`config.mk`:
```
export PLATFORM = sky130hd
export DESIGN_NAME = cdb_arbiter_flat
export DESIGN_NICKNAME = d
export VERILOG_FILES = /design/src/rtl/cdb_arbiter_pkg.sv /design/src/rtl/cdb_arbiter_if.sv /design/src/rtl/cdb_arbiter_rr_picker.sv /design/src/rtl/cdb_arbiter.sv /design/src/flat_wrapper.sv
export SDC_FILE = /design/constraint.sdc
export NUM_CORES = 1
export LEC_CHECK = 0
export CORE_MARGIN = 2
export CORE_UTILIZATION = 50
export CTS_CLUSTER_DIAMETER = 60
export DETAILED_ROUTE_END_ITERATION = 10
export MAX_ROUTING_LAYER = met4
export PLACE_DENSITY = 0.79
export SLEW_MARGIN = 20
export SYNTH_ARGS = -nofsm -noshare
export SYNTH_HDL_FRONTEND = slang
export SYNTH_SLANG_ARGS = --single-unit
export TNS_END_PERCENT = 100
```
`constraint.sdc`:
```
create_clock -name clk -period 4.8 [get_ports clk]
set_input_delay 0.96 -clock clk [delete_from_list [all_inputs] [get_ports clk]]
set_output_delay 0.96 -clock clk [all_outputs]
set_load 0.05 [all_outputs]
```
`src/rtl/cdb_arbiter_pkg.sv`:
```
// Shared types and sizing for the common-data-bus arbiter.
package cdb_arbiter_pkg;

  localparam int unsigned NUM_REQ = 6;
  localparam int unsigned NUM_FU  = NUM_REQ;
  localparam int unsigned TAG_W   = 3;
  localparam int unsigned DATA_W  = 32;
  localparam int unsigned SRC_W   = $clog2(NUM_REQ);
  localparam int unsigned ROB_N   = 1 << TAG_W;

  localparam int unsigned ALU0_IDX = 0;
  localparam int unsigned ALU1_IDX = 1;
  localparam int unsigned ALU2_IDX = 2;
  localparam int unsigned ALU3_IDX = 3;
  localparam int unsigned BR_IDX   = 4;
  localparam int unsigned LD_IDX   = 5;

  typedef struct packed {
    logic [TAG_W-1:0]  tag;
    logic [DATA_W-1:0] data;
  } cdb_word_t;

  typedef enum logic {
    SLOT_EMPTY = 1'b0,
    SLOT_FULL  = 1'b1
  } slot_state_e;

  // One-hot ROB entry select for a broadcast tag.
  function automatic logic [ROB_N-1:0] tag_onehot(input logic [TAG_W-1:0] tag);
    return ROB_N'(1) << tag;
  endfunction

endpackage

```
`src/rtl/cdb_arbiter_if.sv`:
```
// Result handshake from the functional units and the CDB broadcast port.
interface cdb_arbiter_if;
  import cdb_arbiter_pkg::*;

  logic [NUM_REQ-1:0]             req_valid;
  logic [NUM_REQ-1:0][TAG_W-1:0]  req_tag;
  logic [NUM_REQ-1:0][DATA_W-1:0] req_data;
  logic [NUM_REQ-1:0]             req_ready;
  logic                           flush;
  logic                           cdb_valid;
  logic [TAG_W-1:0]               cdb_tag;
  logic [DATA_W-1:0]              cdb_data;
  logic [SRC_W-1:0]               cdb_src;
  logic [ROB_N-1:0]               set_rob_valid;

  modport master (
    output req_valid, req_tag, req_data, flush,
    input  req_ready, cdb_valid, cdb_tag, cdb_data, cdb_src, set_rob_valid
  );

  modport slave (
    input  req_valid, req_tag, req_data, flush,
    output req_ready, cdb_valid, cdb_tag, cdb_data, cdb_src, set_rob_valid
  );

endinterface

```
`src/rtl/cdb_arbiter_rr_picker.sv`:
```
// Combinational round-robin find-first: first set request at or after ptr_i, wrapping.
module cdb_arbiter_rr_picker
  import cdb_arbiter_pkg::*;
(
  input  logic [NUM_REQ-1:0] req_i,
  input  logic [SRC_W-1:0]   ptr_i,
  output logic               grant_any_o,
  output logic [SRC_W-1:0]   grant_idx_o
);

  logic [SRC_W-1:0] idx_c;

  always_comb begin
    grant_any_o = 1'b0;
    grant_idx_o = '0;
    idx_c       = ptr_i;
    for (int unsigned k = 0; k < NUM_REQ; k++) begin
      if (!grant_any_o && req_i[idx_c]) begin
        grant_any_o = 1'b1;
        grant_idx_o = idx_c;
      end
      idx_c = (idx_c == SRC_W'(NUM_REQ - 1)) ? '0 : idx_c + SRC_W'(1);
    end
  end

endmodule

```
`src/rtl/cdb_arbiter.sv`:
```
// Per-unit result holding slots, round-robin CDB broadcast and ROB valid-set vector.
module cdb_arbiter
  import cdb_arbiter_pkg::*;
(
  input  logic         clk,
  input  logic         rst,
  cdb_arbiter_if.slave arb_if
);

  slot_state_e      slot_q [NUM_REQ];
  slot_state_e      slot_d [NUM_REQ];
  cdb_word_t        word_q [NUM_REQ];
  cdb_word_t        word_d [NUM_REQ];
  logic [SRC_W-1:0] rr_ptr_q, rr_ptr_d;

  logic              cdb_valid_q, cdb_valid_d;
  logic [TAG_W-1:0]  cdb_tag_q,   cdb_tag_d;
  logic [DATA_W-1:0] cdb_data_q,  cdb_data_d;
  logic [SRC_W-1:0]  cdb_src_q,   cdb_src_d;
  logic [ROB_N-1:0]  set_rob_q,   set_rob_d;

  logic [NUM_REQ-1:0] full_c, grant_c, ready_c, accept_c;
  logic               grant_any_c;
  logic [SRC_W-1:0]   grant_idx_c;

  always_comb begin
    for (int unsigned i = 0; i < NUM_REQ; i++) begin
      full_c[i] = (slot_q[i] == SLOT_FULL);
    end
  end

  cdb_arbiter_rr_picker u_picker (
    .req_i       (full_c),
    .ptr_i       (rr_ptr_q),
    .grant_any_o (grant_any_c),
    .grant_idx_o (grant_idx_c)
  );

  // A slot being drained this cycle can take a new result in the same cycle.
  always_comb begin
    grant_c = '0;
    if (grant_any_c) begin
      grant_c[grant_idx_c] = 1'b1;
    end
    ready_c  = {NUM_REQ{!arb_if.flush}} & (~full_c | grant_c);
    accept_c = arb_if.req_valid & ready_c;
  end

  always_comb begin
    for (int unsigned i = 0; i < NUM_REQ; i++) begin
      slot_d[i] = slot_q[i];
      word_d[i] = word_q[i];
    end
    rr_ptr_d    = rr_ptr_q;
    cdb_valid_d = 1'b0;
    cdb_tag_d   = cdb_tag_q;
    cdb_data_d  = cdb_data_q;
    cdb_src_d   = cdb_src_q;
    set_rob_d   = '0;

    for (int unsigned i = 0; i < NUM_REQ; i++) begin
      if (arb_if.flush) begin
        slot_d[i] = SLOT_EMPTY;
      end else if (accept_c[i]) begin
        slot_d[i] = SLOT_FULL;
        word_d[i] = '{tag: arb_if.req_tag[i], data: arb_if.req_data[i]};
      end else if (grant_c[i]) begin
        slot_d[i] = SLOT_EMPTY;
      end
    end

    // Flush squashes the broadcast and leaves the pointer where it was.
    if (grant_any_c && !arb_if.flush) begin
      rr_ptr_d    = (grant_idx_c == SRC_W'(NUM_REQ - 1)) ? '0 : grant_idx_c + SRC_W'(1);
      cdb_valid_d = 1'b1;
      cdb_tag_d   = word_q[grant_idx_c].tag;
      cdb_data_d  = word_q[grant_idx_c].data;
      cdb_src_d   = grant_idx_c;
      set_rob_d   = tag_onehot(word_q[grant_idx_c].tag);
    end
  end

  always_ff @(posedge clk or negedge rst) begin
    if (!rst) begin
      for (int unsigned i = 0; i < NUM_REQ; i++) begin
        slot_q[i] <= SLOT_EMPTY;
        word_q[i] <= '0;
      end
      rr_ptr_q    <= '0;
      cdb_valid_q <= 1'b0;
      cdb_tag_q   <= '0;
      cdb_data_q  <= '0;
      cdb_src_q   <= '0;
      set_rob_q   <= '0;
    end else begin
      for (int unsigned i = 0; i < NUM_REQ; i++) begin
        slot_q[i] <= slot_d[i];
        word_q[i] <= word_d[i];
      end
      rr_ptr_q    <= rr_ptr_d;
      cdb_valid_q <= cdb_valid_d;
      cdb_tag_q   <= cdb_tag_d;
      cdb_data_q  <= cdb_data_d;
      cdb_src_q   <= cdb_src_d;
      set_rob_q   <= set_rob_d;
    end
  end

  assign arb_if.req_ready     = ready_c;
  assign arb_if.cdb_valid     = cdb_valid_q;
  assign arb_if.cdb_tag       = cdb_tag_q;
  assign arb_if.cdb_data      = cdb_data_q;
  assign arb_if.cdb_src       = cdb_src_q;
  assign arb_if.set_rob_valid = set_rob_q;

endmodule
```
`src/flat_wrapper.sv`:
```
// flat-port wrapper written by rule: the top's interface ports become plain ports
module cdb_arbiter_flat import cdb_arbiter_pkg::*;
  (clk, rst, arb_if_req_valid, arb_if_req_tag, arb_if_req_data, arb_if_flush, arb_if_req_ready, arb_if_cdb_valid, arb_if_cdb_tag, arb_if_cdb_data, arb_if_cdb_src, arb_if_set_rob_valid);
  cdb_arbiter_if arb_if_i ();
  input  logic clk;
  input  logic rst;
  input wire logic [$bits(arb_if_i.req_valid)-1:0] arb_if_req_valid;
  input wire logic [$bits(arb_if_i.req_tag)-1:0] arb_if_req_tag;
  input wire logic [$bits(arb_if_i.req_data)-1:0] arb_if_req_data;
  input wire logic [$bits(arb_if_i.flush)-1:0] arb_if_flush;
  output wire logic [$bits(arb_if_i.req_ready)-1:0] arb_if_req_ready;
  output wire logic [$bits(arb_if_i.cdb_valid)-1:0] arb_if_cdb_valid;
  output wire logic [$bits(arb_if_i.cdb_tag)-1:0] arb_if_cdb_tag;
  output wire logic [$bits(arb_if_i.cdb_data)-1:0] arb_if_cdb_data;
  output wire logic [$bits(arb_if_i.cdb_src)-1:0] arb_if_cdb_src;
  output wire logic [$bits(arb_if_i.set_rob_valid)-1:0] arb_if_set_rob_valid;
  assign arb_if_i.req_valid = arb_if_req_valid;
  assign arb_if_i.req_tag = arb_if_req_tag;
  assign arb_if_i.req_data = arb_if_req_data;
  assign arb_if_i.flush = arb_if_flush;
  assign arb_if_req_ready = arb_if_i.req_ready;
  assign arb_if_cdb_valid = arb_if_i.cdb_valid;
  assign arb_if_cdb_tag = arb_if_i.cdb_tag;
  assign arb_if_cdb_data = arb_if_i.cdb_data;
  assign arb_if_cdb_src = arb_if_i.cdb_src;
  assign arb_if_set_rob_valid = arb_if_i.set_rob_valid;
  cdb_arbiter u_core (.clk(clk), .rst(rst), .arb_if(arb_if_i));
endmodule
```
# Word level (Yosys, flattened, before mapping)
# Index checks and enable logic that the tools add are counted.
# word_totals
reg_bits	266
inputBits	219
output_inout_bits	53
elab_cells	133
# op_classes
add_sub_neg	6
magnitude_cmp	9
n_eq_ne	6
shift	1
mux	56
n_bitwise	6
n_reduce_logical	25
# op_table
cell	count
binary-select mux 35 bit (select 3 bit)	1
two-way mux 35 bit	2
two-way mux 3 bit	12
two-way mux 1 bit	32
less-than comparator 3 x 4 -> 1 bit (second input constant)	7
adder 3 x 1 -> 3 bit (second input constant)	6
binary-select mux 1 bit (select 3 bit)	6
equality test 3 bit (second input constant)	6
nonzero test 3 bit	6
AND 6 bit	2
AND reduction 2 bit	6
two-way mux 8 bit	1
left shift 1 x 3 -> 8 bit (first input constant)	1
logical AND 1 bit	7
logical NOT 1 bit	6
two-way mux 6 bit	1
NOT 6 bit	1
OR 6 bit	1
greater-or-equal comparator 4 bit (second input constant)	1
NOT 3 -> 4 bit	1
demux 1 bit (select 3 bit)	1
greater-or-equal comparator 3 x 1 -> 1 bit (second input constant)	1
NOT 1 bit	1

# Depth between registers and ports, before layout
# logic_depth
ltp_word	28
mapped_depth	20

# Cells and area by module
# A second synthesis with hierarchy kept.
# unflattened
hier_cells	922
area_unflattened_um2	12428.2
# by_module_without_submodules
module	instances	cells_each	area_per_inst_um2
cdb_arbiter	1	812	11613.6
cdb_arbiter_rr_picker	1	110	814.5

# Worst setup path after synthesis
# No wires, ideal clock.
# synth_timing
path_type	reg2out
start	register u_core.rr_ptr_q[0]
end	output port arb_if_req_ready[2]
arrival_time_ns	4.084
required_time_ns	3.840
setup_slack_ns	-0.244
path_stages_with_launch	16
cell_sequence	dfrtp_1 -> buf_6 -> buf_2 -> clkbuf_1 -> mux2i_1 -> ha_1 -> nor2b_1 -> and2_1 -> o2111ai_1 -> a21boi_2 -> o211ai_1 -> a31oi_2 -> and2_1 -> buf_2 -> nand2_1 -> a21oi_1
# synth_between
elab_chain_len	25
# synth_rtl
item	line	text
start, declared	cdb_arbiter.sv:14	logic [SRC_W-1:0] rr_ptr_q, rr_ptr_d;
start signal, assigned	cdb_arbiter.sv:100	rr_ptr_q <= rr_ptr_d;
branches (longest 22 deep; another with adder 3 x 1 -> 3 bit)	-	
two-way mux 6 bit *	cdb_arbiter.sv:42	if (grant_any_c) begin
OR 6 bit *	cdb_arbiter.sv:45	ready_c = {NUM_REQ{!arb_if.flush}} & (~full_c | grant_c);
AND 6 bit *	cdb_arbiter.sv:45	
end, declared	flat_wrapper.sv:11	output wire logic [$bits(arb_if_i.req_ready)-1:0] arb_if_req_ready;
# Mark *: on every way between the ends. The select of a mux whose other input is x is not followed.

# Worst setup path after layout
# layout_timing
start	register u_core.rr_ptr_q[0]
end	output port arb_if_req_ready[0]
# Same word-level chain as after synthesis.

==> flow_summary_export.csv <==
group,metric,value,unit
synth,synth_warnings,0,
drt,dr.pass1.iters,5,
die,fp.dieW,163,um
setup_path,worstPathCellList,"mux2i_4 -> inv_1 -> ha_4 -> and2_1 -> or3_1 -> o221a_2 -> o211ai_2 -> and4b_2 -> nand3_4 -> a21oi_4 -> a31oi_4 -> nor2_2 -> buf_12",
drt,via_per_inst,5.71,
die,fp.dieArea,26700,um^2
die,die_h,163,um
final_layout,fillers,1830,
cts,cts_tree,"done",
job,maxCapViolations,0,
die,num_rows,58,
setup_path,worstPathArrival,3.70,ns
timing,setup-violations-final,0,
cts,numCtsBuffers,29,
cts,cts-root-buf,"clkbuf_16",
setup_path,crit_type,"register to output port",
status,status,"finished clean",
timing,tightest_slew,0.911,ns
timing,fmax,215,MHz
synth,synth_ff_type,"dfrtp_1",
timing,period_needed,4.66,ns
synth,netlist_instances,986,
synth,ys_types,72,
final_layout,seqCellArea,6660,um^2
timing,fin_crit_sh,97.1,%
die,start_util,50.7,%
die,pin_count,272,
drt,drtIter0Drc,588,
cts,htree_levels,1,
cts,numClockSinks,266,
setup_path,critPathBufInv,2,
global_routing,grt_pass1_wl,54.3,mm
setup_path,critPathTopFamily,"simple AND/OR/NAND/NOR gates",
cts,clock_latency,0.56,ns
die,coreArea,25000,um^2
timing,skew,0.0160,ns
setup_path,crit_slowest_cell,"dfrtp_2",
timing,hold_violations,0,
setup_path,crit_fanout,8,
synth,async_flop_share,100,%
placement,io_buffers,271,
global_routing,grt_pass1_vias,9600,
synth,yosysTopAreaCellShare,52.4,%
final_layout,final_nets,1478,
cts,ctsHoldBuffers,0,
drt,routed_wl,35.6,mm
placement,dpl.hpwl,24.2,mm
global_routing,grt_antenna_before_repair,4,
setup_path,cpPeakStageDelay,0.41,ns
synth,synth-seq-cells,266,
placement,gp_congestion,0.828,
timing,holdWs,0.463,ns
synth,synth.area.top_cells,"dfrtp_1 (52%), mux2_1 (7.7%), mux2_4 (7.1%), mux2_2 (6.3%), mux2i_1 (5.8%)",
drt,vias,9216,
setup_path,start_kind,"register",
global_routing,grt_max_degree,117,
synth,synth-edff-count,0,
synth,synth_area_leader_cell,"dfrtp_1",
synth,netlist_area,12700,um^2
worst_hold_path,hp-class,"input pin to async pin",
cts,cts_buffer_depth,3,
synth,synth-seq-area-share,52.4,%
drt,remaining_drc_errors,0,
final_layout,layout-drive-gt1-share,22.4,%
global_routing,grt_use_total,27.3,%
cts,clk_pin_slew,0.07,ns
final_layout,synthToLayoutAreaGrowth,34.7,%
setup_path,cp.required,3.84,ns
drt,wl_per_cell,22.1,um
timing,slew_violations,0,
setup_path,crit_path_end_kind,"output port",
final_layout,multi_input_area,5820,um^2
global_routing,grt_overflow,0,
synth,syn_nets,1207,
synth,syn_avg_cell_area,12.9,um^2
timing,max_slew_margin,39.3,%
drt,ant_nets,0,
final cells by class:
type / instances / area share [%]
well taps: 330 / 2.41
flip-flops and latches: 266 / 38.9
inverters: 9 / 0.198
clock buffers: 39 / 4.87
diodes: 4 / 0.0585
repair buffers: 306 / 18.3
multi-input cells: 645 / 34.0
clock inverters: 14 / 1.14
cell families (layout without fill, tap and decap cells):
kind of cell / after synthesis / after routing / share of synthesized area (%)
multiplexers: 292 / 292 / 27.0
flip-flops: 266 / 266 / 52.4
adder cells (fa/ha/maj): 2 / 2 / 0.197
other: 0 / 4 / 0
buffers and inverters: 75 / 368 / 3.26
AO/OA/AOI/OAI: 149 / 149 / 9.60
AND/OR/NAND/NOR: 202 / 202 / 7.45
worst paths after layout:
kind	from	end	slack, ns	cells past startpoint
worst max-delay path	u_core.rr_ptr_q[0]$_DFFE_PN0P_	arb_if_req_ready[0]	0.14	13
worst min-delay path	rst	u_core.word_q[113]$_DFFE_PN0P_	0.46	1
min in group clk	u_core.arb_if.cdb_src[1]$_DFFE_PN0P_	u_core.arb_if.cdb_src[1]$_DFFE_PN0P_	0.47	2
worst min register to register	u_core.arb_if.cdb_src[1]$_DFFE_PN0P_	u_core.arb_if.cdb_src[1]$_DFFE_PN0P_	0.47	2
max in group asynchronous	rst	u_core.word_q[16]$_DFFE_PN0P_	3.31	2
worst max register to register	u_core.rr_ptr_q[0]$_DFFE_PN0P_	u_core.arb_if.set_rob_valid[1]$_DFF_PN0_	0.60	15
repair_timing:
| item | CTS | global route |
|---|---|---|
| endpoints found under the setup margin | 6 | 6 |
| pin swaps | 1 | 6 |
| resized for setup | 10 | 25 |
| endpoints found under the hold margin | 0 | 0 |
| buffers inserted | 4 | 5 |
cell usage after synthesis (all sizes together) (6+ instances only):
cell type    n
dfrtp      266
mux2       218
nand2      119
mux2i       73
buf         41
a221o       33
nor2        33
o22ai       33
clkbuf      25
a21oi       14
o21ai       14
inv          9
nor3         9
a21boi       8
a211oi       6
a31oi        6
nand3        6
cells in the final DEF (no fill, tap or decap), types with 5 or more instances in the layout:
cell / count
mux2_2: 71
nor3_1: 7
buf_12: 13
o21ai_0: 12
clkdlybuf4s50_1: 264
nand2_1: 116
clkinv_2: 6
inv_1: 7
o22ai_1: 33
a21oi_1: 10
clkbuf_8: 7
mux2_1: 87
a221o_1: 33
clkbuf_16: 29
mux2i_1: 72
buf_4: 27
mux2_4: 60
nor2_1: 27
dfrtp_1: 264
a21boi_0: 5
through the flow:
step	cells	setup TNS (ns)	setup WS [ns]	instance area, um^2	utilization [%]
floorplan	986	0	0.000335	12700	-
global placement	1547	0	0.290	15800	63.2
detailed placement	1547	0	0.136	15800	63.2
CTS	1604	0	0.0252	16900	67.6
global route	1613	-0.00414	-0.00414	17100	68.3
finish	1613	0	0.139	17100	68.3
per-layer routing:
layer | global-route usage, % | vias up | share of wire [%]
li1 | - | 4141 | -
met1 | 34.4 | 4667 | 42
met2 | 44.8 | 337 | 49
met3 | 5.08 | 71 | 6.3
met4 | 8.61 | 0 | 3.1
met5 | - | - | 0
state kept, by name, indices dropped and copies added, names as in the netlist:
name                         count
u_core.rr_ptr_q                  3
u_core.arb_if.cdb_tag            3
u_core.full_c                    6
u_core.arb_if.cdb_valid          1
u_core.arb_if.cdb_data          32
u_core.word_q                  210
u_core.arb_if.cdb_src            3
u_core.arb_if.set_rob_valid      8
Power is left out: the tool's default activity adds up to more than one toggle a clock period on the data nets, which glitch-free logic cannot reach.
